**config.mk**
```make
export PLATFORM = sky130hd
export DESIGN_NAME = uart_result_tx
export DESIGN_NICKNAME = d
export VERILOG_FILES = /design/src/rtl/jsilicon_pkg.sv /design/src/rtl/uart_baud_gen.sv /design/src/rtl/uart_result_tx.sv
export SDC_FILE = /design/constraint.sdc
export NUM_CORES = 1
export LEC_CHECK = 0
export ABC_AREA = 1
export ABC_CLOCK_PERIOD_IN_PS = 3500
export CORE_MARGIN = 5
export CORE_UTILIZATION = 61
export CTS_CLUSTER_DIAMETER = 50
export DETAILED_ROUTE_END_ITERATION = 10
export PLACE_DENSITY = 0.84
export SLEW_MARGIN = 15
export SYNTH_ARGS = -nofsm -noshare
export SYNTH_HDL_FRONTEND = slang
export SYNTH_SLANG_ARGS = --single-unit
export TNS_END_PERCENT = 30
```
**constraint.sdc**
```tcl
create_clock -name clock -period 3.5 [get_ports clock]
set_input_delay 1.05 -clock clock [delete_from_list [all_inputs] [get_ports clock]]
set_output_delay 1.05 -clock clock [all_outputs]
set_load 0.01 [all_outputs]
```
**src/rtl/jsilicon_pkg.sv**
```systemverilog
// Shared types and constants for the jsilicon UART result transmitter.
package jsilicon_pkg;

  typedef enum logic [2:0] {
    IDLE,
    START,
    DATA,
    PARITY,
    STOP
  } uart_state_t;

  localparam logic        UART_IDLE_LEVEL = 1'b1;
  localparam int unsigned UART_DATA_BITS  = 8;

endpackage

```
**src/rtl/uart_baud_gen.sv**
```systemverilog
// Baud counter: counts 0..CLKS_PER_BIT-1 and emits a one-cycle tick at the terminal count.
module uart_baud_gen #(
  parameter int unsigned CLKS_PER_BIT = 434
) (
  input  logic clock,
  input  logic reset,
  input  logic ena,
  input  logic restart,
  output logic tick
);

  localparam logic [15:0] TERM = 16'(CLKS_PER_BIT - 1);

  logic [15:0] cnt_q, cnt_d;

  always_comb begin
    tick = ena && !restart && (cnt_q == TERM);
  end

  always_comb begin
    cnt_d = cnt_q;
    if (restart)  cnt_d = '0;
    else if (tick) cnt_d = '0;
    else if (ena)  cnt_d = cnt_q + 16'd1;
  end

  always_ff @(posedge clock or posedge reset) begin
    if (reset) cnt_q <= '0;
    else       cnt_q <= cnt_d;
  end

endmodule

```
**src/rtl/uart_result_tx.sv**
```systemverilog
// Serializes a 16-bit result as one or two UART frames, low byte first.
// Optional even parity bit per frame when UART_PARITY_EN is defined.
module uart_result_tx
  import jsilicon_pkg::*;
#(
  parameter int unsigned CLKS_PER_BIT = 434,
  parameter bit          SEND_HIGH    = 1'b1
) (
  input  logic        clock,
  input  logic        reset,
  input  logic        ena,
  input  logic [15:0] data_in,
  input  logic        valid,
  output logic        ready,
  output logic        tx,
  output logic        busy
);

  uart_state_t state_q, state_d;
  logic [15:0] shift_q, shift_d;
  logic        byte_q,  byte_d;
  logic [2:0]  bit_q,   bit_d;
  logic        tx_q,    tx_d;
  logic        busy_q,  busy_d;
  logic        ready_q, ready_d;
  logic        tick;
`ifdef UART_PARITY_EN
  logic        par_q,   par_d;
`endif

  // The counter is held at zero in IDLE, so it starts fresh on acceptance;
  // later state entries coincide with its wrap.
  uart_baud_gen #(
    .CLKS_PER_BIT(CLKS_PER_BIT)
  ) u_baud (
    .clock  (clock),
    .reset  (reset),
    .ena    (ena),
    .restart(state_q == IDLE),
    .tick   (tick)
  );

  always_ff @(posedge clock or posedge reset) begin
    if (reset) begin
      state_q <= IDLE;
      shift_q <= '0;
      byte_q  <= 1'b0;
      bit_q   <= '0;
      tx_q    <= UART_IDLE_LEVEL;
      busy_q  <= 1'b0;
      ready_q <= 1'b1;
`ifdef UART_PARITY_EN
      par_q   <= 1'b0;
`endif
    end else begin
      state_q <= state_d;
      shift_q <= shift_d;
      byte_q  <= byte_d;
      bit_q   <= bit_d;
      tx_q    <= tx_d;
      busy_q  <= busy_d;
      ready_q <= ready_d;
`ifdef UART_PARITY_EN
      par_q   <= par_d;
`endif
    end
  end

  always_comb begin
    state_d = state_q;
    shift_d = shift_q;
    byte_d  = byte_q;
    bit_d   = bit_q;
`ifdef UART_PARITY_EN
    par_d   = par_q;
`endif
    unique case (state_q)
      IDLE: begin
        if (valid && ready_q && ena) begin
          shift_d = data_in;
          byte_d  = 1'b0;
          bit_d   = '0;
          state_d = START;
        end
      end
      START: begin
        if (tick) begin
          bit_d   = '0;
          state_d = DATA;
        end
      end
      // Shifting right through all 16 bits leaves the high byte in [7:0]
      // once the low byte is out, so no separate reload is needed.
      DATA: begin
        if (tick) begin
          shift_d = {1'b0, shift_q[15:1]};
          if (bit_q == 3'(UART_DATA_BITS - 1)) begin
            bit_d = '0;
`ifdef UART_PARITY_EN
            state_d = PARITY;
`else
            state_d = STOP;
`endif
          end else begin
            bit_d = bit_q + 3'd1;
          end
        end
      end
`ifdef UART_PARITY_EN
      PARITY: begin
        if (tick) state_d = STOP;
      end
`endif
      STOP: begin
        if (tick) begin
          if (!byte_q && SEND_HIGH) begin
            byte_d  = 1'b1;
            state_d = START;
          end else begin
            state_d = IDLE;
          end
        end
      end
      default: state_d = IDLE;
    endcase
`ifdef UART_PARITY_EN
    if (state_d == START && state_q != START) par_d = ^shift_d[7:0];
`endif
  end

  always_comb begin
    tx_d = UART_IDLE_LEVEL;
    unique case (state_d)
      START:   tx_d = 1'b0;
      DATA:    tx_d = shift_d[0];
`ifdef UART_PARITY_EN
      PARITY:  tx_d = par_d;
`endif
      default: tx_d = UART_IDLE_LEVEL;
    endcase
    busy_d  = (state_d != IDLE);
    ready_d = (state_d == IDLE);
  end

  assign tx    = tx_q;
  assign busy  = busy_q;
  assign ready = ready_q;

endmodule

```
==> flow_summary.ini <==
[logic_synthesis]
ys_top_cells_by_count = 100 x nand2_1, 42 x nor2_1, 40 x dfrtp_1
syn_area_um2 = 2340
seq_area_frac_synth_pct = 45.1
synth_enable_flop_cells = 0
yosys-top-cells-area = dfrtp_1 43%, nand2_1 16%, nor2_1 6.7%
avgSynthCellArea_um2 = 7.52
async_reset_ff_share_pct = 100
synth_nets = 335
yosysMostFrequentCell = nand2_1
yosysWarnings = 0
yosys.cell_types.count = 31
ys_ff_latch = 42
syn_inst = 311
ys.flop_type = dfrtp_1
yosys.area.top_type = dfrtp_1
netlist.area_leader.share_pct = 42.8

[clock_network]
cts_tree = built
post_cts_buffers = 0
cts_made_buffers = 5
clock_sinks = 42
cts-hold-fix-buffers = 0
path_clk_slew_ns = 0.07
cts_max_level = 2
cts-resized-gates = 0
clockRootBuffer = clkbuf_8
clock_path_buffers = 2
clkLatencyLatePin_ns = 0.29

[critical_path]
worst-setup-path-type = in2reg
arrival_ns = 2.69
crit_required_ns = 3.68
crit_path_end_kind = flip-flop
critPathLaunchType = input pin
crit_fanout = 17

[placed_design]
placed_area_um2 = 2580
hpwl_um = 3320
gp_congestion = 0.846
port_buffers = 22

[min_path]
hp-class = reg2reg

[floorplanning]
ios = 23
die_h_um = 71.9
design.die.area_um2 = 5170
rows = 22
chipWidth_um = 71.9
start_util_pct = 63.4
coreArea_um2 = 3690

[timing]
tns_ns = 0
hold_viol_final = 0
fin_hold_ws_ns = 0.471
grt_setup_unrepaired = no
slew_headroom_pct = 63.0
finalSetupViolations = 0
maxSlewViolCount = 0
fin_skew_ns = 0.00667
min_period_ns = 2.51
fin_crit_sh_pct = 71.7
tightest_slew_ns = 0.555
max_freq_mhz = 398

[detailed_routing]
vias_per_cell = 5.33
drt_iter0_markers = 148
num_vias = 2051
wl_um = 4750
postRouteAntennaNets = 0
drt_pass1_iterations = 4
avgRoutedWirePerCell_um = 12.3
route.detailed.drc = 0

[final_layout]
area_delta_synth_final_pct = 14.0
drive_above_1_share_pct = 10.4
final_util_pct = 72.3
nNetsFinal = 360
finalInstanceArea_um2 = 2670
num_antenna_cells = 0
fill_cells = 305

[grt]
track_usage_pct = 20.0
grt_pass1_wl_um = 8250
grt_pass1_vias = 1946
grt_max_degree = 43
grt-ovfl-total = 0
antenna_found_initial = 0

[pwr]
p_switching_w = 0.000420
powerDensity_nw_per_um2 = 492
p_seq_share_pct = 52.6
power_frac_clock_pct = 22.5
peakVddDrop_uv = 306
p_sw_share_pct = 32.1
intPower_w = 0.000890
p_leak_nw = 1.20
combPwrFrac_pct = 24.9

[run_status]
outcome = completed

[job]
drv_cap = 0
[cells in the final DEF (no fill, tap or decap), types with 2 or more instances in the layout]
cell type and instances:
nor2_4 2, nor2_1 42, o21ai_1 6, inv_1 27, nor2_2 9, buf_4 2, nand3_2 4, nand3_1 11
clkbuf_8 5, nand4_1 4, ha_1 4, inv_2 2, clkbuf_1 3, o22ai_1 5, dfstp_2 2, clkdlybuf4s50_1 22
xor2_1 2, nand2_2 5, a31oi_1 2, nor3_1 3, nand2_1 100, a21oi_1 20, dfrtp_1 40, o21ai_0 7
[stage by stage]
stage          setup slack (ns)  cells  power [W]
2_1_floorplan              1.48    311   0.000917
3_3_place_gp              0.756    377    0.00101
3_5_place_dp              0.703    377    0.00102
4_1_cts                    1.00    385    0.00132
5_1_grt                   0.855    385    0.00140
6_report                  0.990    385    0.00131
[state kept, by name, summed over array words and instances, names as in the netlist]
name / count
u_baud.cnt_q: 16
ready: 1
bit_q: 3
tx: 1
shift_q: 16
state_q: 3
byte_q: 1
busy: 1
[final timing paths]
check | slack [ns] | cells after the start | from | endpoint
setup reg to reg | 1.63 | 8 | state_q[1] | shift_q[7]
max in group asynchronous | 1.95 | 3 | reset | ready
hold / removal | 0.47 | 2 | shift_q[11] | shift_q[11]
min in group asynchronous | 1.18 | 3 | reset | u_baud.cnt_q[6]
setup / recovery | 0.99 | 8 | ena | bit_q[0]
hold reg to reg | 0.47 | 2 | shift_q[11] | shift_q[11]
[power groups by stage]
stage	Sequential, W	Clock (W)	Combinational [W]
2_1_floorplan	0.000689	0	0.000228
3_3_place_gp	0.000696	0	0.000313
3_5_place_dp	0.000698	0	0.000325
4_1_cts	0.000691	0.000300	0.000330
5_1_grt	0.000707	0.000322	0.000375
6_report	0.000690	0.000295	0.000326
[metal layers]
metal	global-route usage, %	share of wire, %	vias up
met5	0	0	-
met4	8.56	2.1	0
met3	5.26	6.2	12
met2	31.9	47	65
met1	25.7	45	940
li1	-	-	1034
[cell type report]
type                       instances  area [µm²]  area share (%)
clock buffer                       8        80.1            3.00
inverter                          30         114            4.27
multi-input combinational        233        1120            42.1
sequential                        42        1050            39.5
tap                               48        60.1            2.25
timing repair buffer              24         235            8.83
[worst max-delay path, cell delays in order]
cell             delay [ns]
clkdlybuf4s50_1        0.52
inv_1                  0.09
a21oi_4                0.21
nand3_2                0.33
o21ai_0                0.17
nand2_1                0.16
nand2_1                0.10
o21ai_1                0.06
[cell families (layout without fill, tap and decap cells)]
kind of cell	count (synthesis)	after routing	share of synthesized area (%)
and+or+nand+nor	181	181	33.7
adders and majority gates	4	4	2.14
buffers and inverters	36	62	6.91
AOI/OAI and AO/OA	45	45	11.0
xor gates and xnor gates	3	3	1.12
DFF	42	42	45.1
(Power assumes the default switching activity.)
